===== config.mk =====
export PLATFORM = sky130hd
export DESIGN_NAME = mem_port_arbiter
export DESIGN_NICKNAME = d
export VERILOG_FILES = /design/src/rtl/mem_port_arbiter.sv
export SDC_FILE = /design/constraint.sdc
export NUM_CORES = 1
export LEC_CHECK = 0
export ABC_AREA = 1
export BUFFER_PORTS_ARGS = -buffer_cell sky130_fd_sc_hd__buf_2
export CAP_MARGIN = 20
export CORE_ASPECT_RATIO = 2
export CORE_MARGIN = 10
export CORE_UTILIZATION = 51
export DETAILED_ROUTE_END_ITERATION = 10
export GPL_ROUTABILITY_DRIVEN = 0
export PLACE_DENSITY_LB_ADDON = 0.2
export SYNTH_ARGS = -nofsm -noshare
export SYNTH_HDL_FRONTEND = slang
export SYNTH_SLANG_ARGS = --single-unit

===== constraint.sdc =====
create_clock -name clk -period 4.15 [get_ports clk]
set_clock_uncertainty 0.1 [all_clocks]
set_input_delay 0.415 -clock clk [delete_from_list [all_inputs] [get_ports clk]]
set_output_delay 0.415 -clock clk [all_outputs]
set_load 0.02 [all_outputs]

===== src/rtl/mem_port_arbiter.sv =====
// Shares one single-port memory between the instruction-fetch port and the
// load/store data port. Alternating priority on contention, registered
// outputs, and an optional wait-state timeout that aborts the access with
// an error response.
module mem_port_arbiter #(
  parameter int unsigned TIMEOUT = 16
) (
  input  logic        clk,
  input  logic        reset,
  // fetch port
  input  logic        if_req,
  input  logic [31:0] if_addr,
  output logic        if_gnt,
  output logic        if_rvalid,
  output logic [31:0] if_rdata,
  output logic        if_err,
  // data port
  input  logic        d_req,
  input  logic        d_we,
  input  logic [31:0] d_addr,
  input  logic [31:0] d_wdata,
  input  logic [3:0]  d_be,
  output logic        d_gnt,
  output logic        d_rvalid,
  output logic [31:0] d_rdata,
  output logic        d_err,
  // memory side
  output logic        m_req,
  output logic        m_we,
  output logic [31:0] m_addr,
  output logic [31:0] m_wdata,
  output logic [3:0]  m_be,
  input  logic        m_ready,
  input  logic [31:0] m_rdata
);

  localparam int unsigned CW = (TIMEOUT > 2) ? $clog2(TIMEOUT) : 1;
  localparam logic [CW-1:0] LIMIT = CW'((TIMEOUT > 0) ? TIMEOUT - 1 : 0);

  typedef enum logic [1:0] {IDLE, BUSY_IF, BUSY_D} state_t;

  state_t        r_state;
  state_t        w_state_nxt;
  logic          r_favor_d;   // 1: data port wins the next tie
  logic [CW-1:0] r_cnt;       // wait states seen in the current access

  logic w_busy;
  logic w_abort;
  logic w_done;
  logic w_arb;
  logic w_pick_d;
  logic w_pick_if;

  // Arbitration decision and next state; an abort edge arbitrates like a completion edge.
  always_comb begin
    w_busy      = (r_state != IDLE);
    w_abort     = (TIMEOUT != 0) && w_busy && !m_ready && (r_cnt == LIMIT);
    w_done      = w_busy && (m_ready || w_abort);
    w_arb       = !w_busy || w_done;
    w_pick_d    = d_req && (!if_req || r_favor_d);
    w_pick_if   = if_req && !w_pick_d;
    w_state_nxt = r_state;
    if (w_arb) begin
      if (w_pick_d)       w_state_nxt = BUSY_D;
      else if (w_pick_if) w_state_nxt = BUSY_IF;
      else                w_state_nxt = IDLE;
    end
  end

  // State register.
  always_ff @(posedge clk or negedge reset) begin
    if (!reset) r_state <= IDLE;
    else        r_state <= w_state_nxt;
  end

  // Registered grant, memory-side request fields, favor and timeout counter.
  always_ff @(posedge clk or negedge reset) begin
    if (!reset) begin
      if_gnt    <= 1'b0;
      d_gnt     <= 1'b0;
      m_req     <= 1'b0;
      m_we      <= 1'b0;
      m_addr    <= '0;
      m_wdata   <= '0;
      m_be      <= '0;
      r_favor_d <= 1'b1;
      r_cnt     <= '0;
    end else begin
      if_gnt <= w_arb && w_pick_if;
      d_gnt  <= w_arb && w_pick_d;
      if (w_arb) begin
        m_req <= w_pick_if || w_pick_d;
        r_cnt <= '0;
        if (w_pick_d) begin
          m_we      <= d_we;
          m_addr    <= d_addr;
          m_wdata   <= d_wdata;
          m_be      <= d_be;
          r_favor_d <= 1'b0;
        end else if (w_pick_if) begin
          m_we      <= 1'b0;
          m_addr    <= if_addr;
          m_wdata   <= '0;
          m_be      <= '1;
          r_favor_d <= 1'b1;
        end
      end else if (!m_ready) begin
        r_cnt <= r_cnt + CW'(1);
      end
    end
  end

  // Registered one-cycle responses; m_we still names the finishing access here.
  always_ff @(posedge clk or negedge reset) begin
    if (!reset) begin
      if_rvalid <= 1'b0;
      if_err    <= 1'b0;
      if_rdata  <= '0;
      d_rvalid  <= 1'b0;
      d_err     <= 1'b0;
      d_rdata   <= '0;
    end else begin
      if_rvalid <= w_done && (r_state == BUSY_IF);
      d_rvalid  <= w_done && (r_state == BUSY_D);
      if_err    <= w_done && (r_state == BUSY_IF) && w_abort;
      d_err     <= w_done && (r_state == BUSY_D) && w_abort;
      if (w_done && (r_state == BUSY_IF))
        if_rdata <= w_abort ? '0 : m_rdata;
      if (w_done && (r_state == BUSY_D))
        d_rdata <= (w_abort || m_we) ? '0 : m_rdata;
    end
  end

endmodule


==> results of run 1 <==
==> cells by family (layout without fill, tap and decap cells) <==
kind of cell             after synthesis  after routing  share of synthesized area
AO/OA/AOI/OAI                         41             41                     0.0380
XOR/XNOR                               2              2                    0.00280
adder cells (fa/ha/maj)                1              1                    0.00200
buffers and inverters                 62            330                     0.0545
flip-flops                           147            147                      0.589
other                                  0              2                          0
AND/OR/NAND/NOR                      481            481                      0.314
==> cell type report <==
type                    count  area (µm²)  share of cell area
diodes                      2        5.00            0.000612
clock buffers              20         457              0.0559
clock inverters            12        96.3              0.0118
inverters                  14        52.6             0.00643
multi-input cells         525        2240               0.274
flip-flops and latches    147        3680               0.450
well taps                 147         184              0.0225
repair buffers            284        1460               0.179
==> how the worst min path moves through the flow <==
stage | slack, ps | startpoint | endpoint
4_1_cts | 80 | d_wdata[29] | m_wdata[29]
6_report | 90 | d_wdata[29] | m_wdata[29]
3_5_place_dp | 350 | if_rdata[24] | if_rdata[24]
5_1_grt | 90 | d_wdata[28] | m_wdata[28]
3_3_place_gp | 350 | if_rdata[21] | if_rdata[21]
2_1_floorplan | 20 | reset | d_err
==> flip-flops by register name, indices dropped and copies added, names as in the netlist, 2 cells and up <==
register	cells
d_rdata	32
if_rdata	32
r_cnt	4
m_wdata	32
m_be	4
m_addr	32
r_state	2
==> per-layer routing <==
metal | vias to the layer above | part of all wire | track usage
met4 | 0 | 0.029 | 0.0990
met5 | - | 0 | 0
met1 | 2643 | 0.36 | 0.244
li1 | 2837 | - | -
met3 | 36 | 0.088 | 0.0787
met2 | 252 | 0.52 | 0.375
==> power by group through the flow <==
stage,clock (W),combinational [W],sequential [W]
floorplan,0,0.000560,0.00257
global placement,0,0.00171,0.00209
CTS,0.00145,0.00175,0.00207
global route,0.00150,0.00190,0.00212
detailed placement,0,0.00175,0.00209
finish,0.00142,0.00172,0.00207
==> worst reg2reg max path: cells and delay by family (launching register included) <==
family	cells	cell delay, ps
buf+inv	3	1230
flops	1	530
simple gates	5	530
==> stage by stage <==
stage,hold WS (ps),total power (W),instance area (µm²)
floorplan,19.4,0.00313,6250
global placement,348,0.00380,7580
detailed placement,353,0.00384,7580
CTS,81.4,0.00527,8150
global route,90.8,0.00552,8170
finish,92.7,0.00522,8170
==> placed cells by master (no fill, tap or decap), types with 7 or more instances in the layout <==
cell | netlist | routed
nand3_1 | 34 | 34
clkbuf_16 | 0 | 17
inv_1 | 10 | 10
nor2_1 | 13 | 13
buf_2 | 20 | 276
o21ai_1 | 26 | 26
nand4_1 | 32 | 32
nand2_1 | 396 | 396
o21ai_0 | 7 | 7
dfrtp_1 | 146 | 146
==> key figures, run 1 <==
Clocking
  • CTS Hold Bufs: 1
  • Clock root cell: clkbuf_16
  • Clock Latency Late Sink: slightly above 400 ps
  • CTS clk-pin slew, worst paths: ~60 ps
  • Num CTS Buffers: 17
  • CTS sink cnt: ~150
  • CTS tree: yes
  • Post_cts resized: 0
  • Max clock buf depth: 2
  • Post-CTS setup repair buffer count: 0
  • Htree depth: 4

Logic synthesis
  • Dominant synthesized flop cell: dfrtp_1
  • Count leader, synth: nand2_1
  • Yosys cell types: 22
  • Mean post-synth cell area: 8.51 µm²
  • Syn. warnings: 0
  • Post-synth top area cell: dfrtp_1
  • Synth top area share: 0.585
  • Sequential area share after synthesis: 0.589
  • Total nets after synthesis: roughly 870
  • Async set or reset register ratio after synthesis: 1.00
  • Mapped Cells: ~730
  • Commonest cells post-synth: nand2_1 (396), dfrtp_1 (146), nand3_1 (34), nand4_1 (32), o21ai_1 (26)
  • EDFF count, synth: 0
  • #FFs+latches synth: approximately 150
  • Area contributors post-synth: dfrtp_1 (58%), nand2_1 (24%), nand4_1 (3.2%)
  • Mapped Area: approximately 0.0062 mm²

Final layout
  • Final std cells w/o fill: between 1000 and 1500
  • Area Overhead vs Synth: 30.8%
  • Layout Utilization: 0.678
  • Layout cells sized above 1: 0.332
  • Fill count: 1025
  • Final net count: about 1100

Run status
  • Status: finished, final reports clean

Worst setup path
  • CP max stage delay: slightly below 700 ps
  • CP Depth: 8
  • Most Frequent Cell on Critical Path: nand2_1
  • Req. time, crit path: roughly 4400 ps
  • R2r endpoint: m_wdata[20]
  • Startpoint Class: flop
  • Setup crit end kind: flop
  • Max stage delay cell, worst path: inv_1
  • Worst setup endpoint: m_wdata[20]
  • WP data arrival: about 2700 ps
  • Reg-to-reg critical path startpoint: r_favor_d
  • Worst path cell trace: inv_1 -> nand2_1 -> nand2_1 -> inv_1 -> nand2_1 -> inv_2 -> nand2_1 -> nand2_1
  • Setup Crit Path Kind: flop to flop
  • CP startpoint: r_favor_d
  • Crit Path Max Fanout: 34
  • Worst Path Buf+Inv: 3
  • R2r setup slk: 1710 ps
  • CP delay by family, top: buffers and inverters
  • Register-to-Register Path Depth: 8

Min path
  • Hold Path Class: primary input to flop
  • Depth of the worst hold-timing path: 3

Timing
  • FMAX: 0.410 GHz
  • Finish-stage setup viols: 0
  • Worst relative slew slack: 0.294
  • Fin crit share: 0.588
  • Max-slew violation count: 0
  • Worst Max-Slew Pin Slew: around 1100 ps
  • TNS Setup: 0 ps
  • Tmin final: approximately 2400 ps
  • RSZ-0062 raised after global routing: no
  • Worst setup margin: 1710 ps
  • Hold Vio Cnt, Final: 0

Floorplan
  • IO Pins: 278
  • Core box area: between 0.01 and 0.015 mm²
  • Die width: between 90 and 100 µm
  • # rows: 57
  • Die Area: about 0.017 mm²
  • Initial Util: 0.519
  • Die H: 177 µm

Global route
  • Vias in the first global route: roughly 6000
  • GR Overflow Total: 0
  • First-pass GRT wire length: approximately 31 mm
  • Initial antenna violation count: 2
  • Global Route Usage Sum: 0.222
  • Largest net degree at the start of global routing: a little under 90

Power
  • Power density cells: roughly 640 mW/mm²
  • Combinational share of power: 0.330
  • Internal power: approximately 0.0032 W
  • Leak pwr: 4.83 nW
  • Clk network pwr share: 0.273
  • Sequential Power Share: 0.397
  • Switching Fraction: 0.389
  • Switching pwr: 0.00203 W
  • VDD IR max: ~0.44 mV

Placement
  • Placed Cells: around 1100
  • Post-Place Worst Slack: 1630 ps
  • DP HPWL: between 10 and 15 mm
  • Port Buffer Count: around 280

Route
  • DRT Wirelength: slightly below 20 mm
  • DR vias/cell: about 5
  • DRT antenna net count: 0
  • Routed length per placed instance: ~17 µm
  • Drt first pass iters: 5
  • DR iter-0 viols: between 200 and 300
  • Via count: 5768
  • Residual DRC count: 0

Run
  • Max Cap Viol: 0
No activity file was read; power rests on OpenSTA's default activity.
==> inputs of run 2 (changes only) <==
CORE_UTILIZATION = 43   (was 51)
clock period = 2.15 ns   (was 4.15 ns; I/O delays follow)
==> key figures, run 2 (synthesized netlist as in run 1, its figures left out) <==
Worst setup path
  • Startpoint Class: flop
  • Setup crit end kind: flop
  • Reg-to-reg critical path startpoint: r_favor_d
  • Crit Path Max Fanout: 37 (+8.8%)
  • R2r setup slk: 150 ps (-1560 ps)
  • Setup Crit Path Kind: flop to flop
  • R2r endpoint: m_addr[7]
  • Register-to-Register Path Depth: 9 (+1)
  • Req. time, crit path: 2350 ps (-2050 ps)
  • WP data arrival: 2200 ps (-490 ps)

Clocking
  • Num CTS Buffers: 17 (unchanged)
  • CTS tree: yes
  • Post-CTS setup repair buffer count: 0 (unchanged)
  • CTS clk-pin slew, worst paths: 70 ps (about the same)
  • Clock root cell: clkbuf_16
  • Clock Latency Late Sink: 400 ps (about the same)
  • CTS sink cnt: 147 (unchanged)
  • Max clock buf depth: 2 (unchanged)
  • Htree depth: 4 (unchanged)

Global route
  • Vias in the first global route: 6775 (+13%)
  • Initial antenna violation count: 1 (-1)
  • Met1 Track Usage GR: 0.226 (-0.0174)
  • Largest net degree at the start of global routing: 67 (-24%)
  • Global Route Usage Sum: 0.215 (-0.00714)
  • Met3 usage: 0.0796 (+0.000884)
  • Top Usage Layer GRT: met2
  • Met2 GRT Util: 0.364 (-0.0118)
  • First-pass GRT wire length: 34.8 mm (+11%)
  • GR Overflow Total: 0 (unchanged)

Timing
  • Tmin final: 2000 ps (-439 ps)
  • Worst Max-Slew Pin Slew: 623 ps (-436 ps)
  • Max-slew violation count: 0 (unchanged)
  • FMAX: 0.500 GHz (+22%)
  • Worst relative slew slack: 0.584 (+0.291)
  • Fin crit share: 0.930 (+0.343)
  • TNS Setup: 0 ps (unchanged)
  • Finish-stage setup viols: 0 (unchanged)
  • RSZ-0062 raised after global routing: no
  • Hold Vio Cnt, Final: 0 (unchanged)

Route
  • DRT Wirelength: 21.9 mm (+11%)
  • Residual DRC count: 0 (unchanged)
  • DRT antenna net count: 0 (unchanged)
  • DR vias/cell: 4.82 (-3.8%)
  • Via count: 6389 (+11%)
  • DR iter-0 viols: 240 (-12%)
  • Drt first pass iters: 7 (+2)
  • Routed length per placed instance: 16.5 µm (-3.2%)

Floorplan
  • Die width: 105 µm (+7.1%)
  • Die H: 190 µm (+7.9%)
  • Core box area: 0.0144 mm² (+19%)
  • Die Area: 0.0200 mm² (+16%)
  • Initial Util: 0.435 (-0.0830)
  • IO Pins: 278 (unchanged)
  • # rows: 62 (+8.8%)

Power
  • Total power: 0.0105 W (+100%)
  • VDD IR max: 0.622 mV (+42%)
  • Power density cells: 1100 mW/mm² (+72%)
  • Leak pwr: 5.42 nW (+12%)

Final layout
  • Most frequent cells in the layout: nand2_1 (396), buf_2 (276), dfrtp_1 (146), dlygate4sd3_1 (120), nand3_1 (34)
  • Area Overhead vs Synth: 53.5%
  • Commonest non-fill, non-tap cell in the layout: nand2_1
  • FF+latch area: 0.00368 mm² (unchanged)
  • Area of the multi-input gates: 0.00224 mm² (unchanged)
  • Final net count: 1257 (+11%)
  • Fill count: 1179 (+15%)
  • Layout cells sized above 1: 0.304 (-0.0282)

Min path
  • Hold Path Class: primary input to flop
  • Depth of the worst hold-timing path: 5 (+2)
  • Hold endpoint: m_addr[22]
  • Worst hold start: d_addr[22]

Placement
  • Port Buffer Count: 277 (unchanged)
  • DP HPWL: 14.7 mm (+1.2%)

Run status
  • Status: finished, final reports clean

Run
  • Max Cap Viol: 0 (unchanged)
## run 2: cell types whose count changed in the layout (fill, tap and decap cells not counted), sizes merged
| cell | previous run | this run |
|---|---|---|
| dlygate4sd3 | 1 | 120 |
| buf | 283 | 292 |
| bufinv | 0 | 2 |
| clkinv | 4 | 2 |
| inv | 18 | 19 |
## run 2: power breakdown
group          total, W  switching [W]  leakage (nW)  internal, W
Clock           0.00295        0.00119         0.277      0.00176
Combinational   0.00360        0.00234          3.28      0.00126
Sequential      0.00398       0.000430          1.86      0.00355
## run 2: routing by layer
layer  vias up  share of wire
met5         -              0
met1      2902           0.36
met3        63          0.093
li1       3084              -
met2       340           0.50
met4         0          0.046
## run 2: layout make-up
cell class | count | share of cell area
diodes | 2 | 0.000522
flip-flops and latches | 147 | 0.384
inverters | 14 | 0.00574
clock inverters | 13 | 0.0154
repair buffers | 413 | 0.290
well taps | 192 | 0.0250
multi-input cells | 525 | 0.233
clock buffers | 19 | 0.0462
## run 2: how the worst max path moves through the flow
stage / cells past startpoint / slack, ps / startpoint / end
6_report: 9 / 150 / r_favor_d / m_addr[7]
5_1_grt: 9 / 8 / r_favor_d / m_addr[5]
4_1_cts: 10 / 110 / r_favor_d / m_addr[28]
3_5_place_dp: 7 / 320 / r_cnt[0] / m_wdata[25]
3_3_place_gp: 7 / 370 / r_cnt[0] / m_wdata[25]
2_1_floorplan: 8 / 620 / r_cnt[0] / d_rdata[13]
## run 2: metrics by stage
| step | hold WS, ps | utilization | cells | setup WS (ps) | cell area, µm² |
|---|---|---|---|---|---|
| CTS | 0.0580 | 0.665 | 1322 | 108 | 9540 |
| global placement | 35.5 | 0.540 | 1170 | 368 | 7750 |
| finish | 15.7 | 0.668 | 1325 | 150 | 9590 |
| detailed placement | 34.1 | 0.540 | 1170 | 322 | 7750 |
| global route | 22.3 | 0.668 | 1324 | 7.75 | 9590 |
| floorplan | -181 | - | 734 | 618 | 6250 |
## run 2: worst max-delay path: stages (launching register included)
cell,delay (ps)
dfstp_2,530
inv_1,40
nand2_1,40
nand2_1,100
buf_6,220
nand2_1,90
nand2_1,60
dlygate4sd3_1,560
nand2_1,70
nand2_1,70
## run 2: repair_timing
item / 4_1_cts / 5_1_grt
hold endpoints to repair: 248 / 0
gates resized for setup: 0 / 6
hold buffers: 120 / 0
endpoints found under the setup margin: 0 / 20
==> inputs of run 3 (changes only) <==
CORE_MARGIN = default   (was 10)
==> key figures, run 3 (synthesized netlist as in run 1, its figures left out) <==
Route
  • DR iter-0 viols: 247 (+2.9%)
  • Via count: 6314 (-1.2%)
  • DRT Wirelength: 19.1 mm (-13%)
  • WL met3: 983 µm (-52%)
  • DRT antenna net count: 0 (unchanged)
  • Routed length per placed instance: 14.4 µm (-13%)
  • Max layer used: met4
  • Metal-1 WL: 7.18 mm (-9.1%)
  • Drt first pass iters: 7 (unchanged)
  • DR vias/cell: 4.76 (-1.2%)
  • Residual DRC count: 0 (unchanged)
  • Met2 WL: 10.2 mm (-7.0%)

Power
  • Power density cells: 1090 mW/mm² (-0.65%)
  • Leak pwr: 5.43 nW (+0.21%)
  • VDD IR max: 0.607 mV (-2.3%)

Clocking
  • Clock root cell: clkbuf_16
  • CTS tree: yes
  • Htree depth: 4 (unchanged)
  • Clock Latency Late Sink: 410 ps (about the same)
  • CTS sink cnt: 147 (unchanged)
  • CTS clk-pin slew, worst paths: 60 ps (about the same)
  • Num CTS Buffers: 17 (unchanged)
  • Post-CTS setup repair buffer count: 0 (unchanged)
  • Max clock buf depth: 2 (unchanged)

Floorplan
  • Core box area: 0.0143 mm² (-0.54%)
  • Die width: 87.2 µm (-17%)
  • # rows: 62 (unchanged)
  • Die H: 172 µm (-9.4%)
  • Die Area: 0.0150 mm² (-25%)
  • IO Pins: 278 (unchanged)
  • Initial Util: 0.438 (+0.00237)

Global route
  • Largest net degree at the start of global routing: 52 (-22%)
  • Vias in the first global route: 6372 (-5.9%)
  • Global Route Usage Sum: 0.263 (+0.0481)
  • GR Overflow Total: 0 (unchanged)
  • Initial antenna violation count: 0 (-1)
  • First-pass GRT wire length: 30.3 mm (-13%)

Final layout
  • FF+latch area: 0.00368 mm² (unchanged)
  • Final net count: 1261 (+0.32%)
  • Area Overhead vs Synth: 53.6% (about the same)
  • Area of the multi-input gates: 0.00224 mm² (unchanged)
  • Diode count: 0 (-2)
  • Most frequent cells in the layout: nand2_1 (396), buf_2 (276), dfrtp_1 (146), dlygate4sd3_1 (124), nand3_1 (34)
  • Fill count: 1162 (-1.4%)
  • Final std cells w/o fill: 1326 (+0.075%)
  • Commonest non-fill, non-tap cell in the layout: nand2_1
  • Layout cells sized above 1: 0.302 (-0.00257)

Run
  • Max Cap Viol: 0 (unchanged)

Min path
  • Hold Path Class: primary input to flop
  • Hold endpoint: m_addr[19]
  • Worst hold start: if_addr[19]
  • Depth of the worst hold-timing path: 5 (unchanged)

Placement
  • Port Buffer Count: 277 (unchanged)
  • DP HPWL: 12.4 mm (-15%)
  • Placed Cells: 1171 (+0.085%)

Timing
  • RSZ-0062 raised after global routing: no
  • Finish-stage setup viols: 0 (unchanged)
  • Hold Vio Cnt, Final: 0 (unchanged)
  • TNS Setup: 0 ps (unchanged)
  • Max-slew violation count: 0 (unchanged)
  • FMAX: 0.504 GHz (+0.74%)
  • Worst relative slew slack: 0.603 (+0.0191)
  • Tmin final: 1990 ps (-14.7 ps)
  • Fin crit share: 0.923 (-0.00685)
  • Worst Max-Slew Pin Slew: 594 ps (-28.6 ps)

Worst setup path
  • R2r endpoint: m_addr[23]
  • Crit Path Max Fanout: 32 (-14%)
  • WP data arrival: 2240 ps (+40 ps)
  • R2r setup slk: 160 ps (about the same)
  • Startpoint Class: flop
  • Reg-to-reg critical path startpoint: r_favor_d
  • Register-to-Register Path Depth: 10 (+1)
  • Setup Crit Path Kind: flop to flop
  • Setup crit end kind: flop
  • Req. time, crit path: 2400 ps (+50 ps)

Run status
  • Status: finished, final reports clean
-- run 3: cell count changes in the layout (fill, tap and decap cells not counted), sizes merged --
cell         previous run  this run
inv                    19        14
dlygate4sd3           120       124
clkbuf                 20        23
diode                   2         0
buf                   292       293
-- run 3: repair_timing --
item,4_1_cts,5_1_grt
hold buffers,124,0
gates resized for setup,0,3
hold endpoints to repair,181,0
endpoints found under the setup margin,0,24
-- run 3: final cells by class --
| class | instances | share of cell area |
|---|---|---|
| inverter | 14 | 0.00547 |
| clock inverter | 8 | 0.0104 |
| clock buffer | 23 | 0.0519 |
| tap | 192 | 0.0250 |
| sequential | 147 | 0.383 |
| multi-input combinational | 525 | 0.233 |
| timing repair buffer | 417 | 0.291 |
-- run 3: metrics by stage --
stage | setup WS (ps) | power [W] | util | cell area, µm² | hold WS [ps]
4_1_cts | 86.7 | 0.0105 | 0.672 | 9590 | 1.51
5_1_grt | 1.31 | 0.0111 | 0.673 | 9600 | 40.3
3_5_place_dp | 360 | 0.00733 | 0.543 | 7750 | 60.5
3_3_place_gp | 409 | 0.00728 | 0.543 | 7750 | 65.8
2_1_floorplan | 618 | 0.00604 | - | 6250 | -181
6_report | 165 | 0.0105 | 0.673 | 9600 | 15.4
-- run 3: worst max-delay path, stage by stage, from the launching register on --
cell,delay (ps)
dfstp_2,530
inv_1,40
nand2_1,40
nand2_1,60
inv_1,120
buf_12,190
nand2_1,90
nand2_1,60
dlygate4sd3_1,550
nand2_1,50
nand2_1,80
-- run 3: how the worst max path moves through the flow --
| stage | depth (start not counted) | to | slack, ps | from |
|---|---|---|---|---|
| 3_3_place_gp | 7 | m_wdata[11] | 410 | r_cnt[0] |
| 3_5_place_dp | 7 | m_wdata[31] | 360 | r_cnt[0] |
| 6_report | 10 | m_addr[23] | 160 | r_favor_d |
| 2_1_floorplan | 8 | d_rdata[13] | 620 | r_cnt[0] |
| 4_1_cts | 10 | m_addr[2] | 90 | r_favor_d |
| 5_1_grt | 10 | m_addr[24] | 1 | r_favor_d |
-- run 3: routing by layer --
metal / global-route usage / vias up
met3: 0.0530 / 50
met5: 0 / -
met1: 0.286 / 2900
met2: 0.463 / 283
met4: 0.154 / 0
li1: - / 3081
-- run 3: power breakdown --
group          switching, W  internal [W]
combinational       0.00227       0.00126
clock               0.00110       0.00185
sequential         0.000436       0.00356
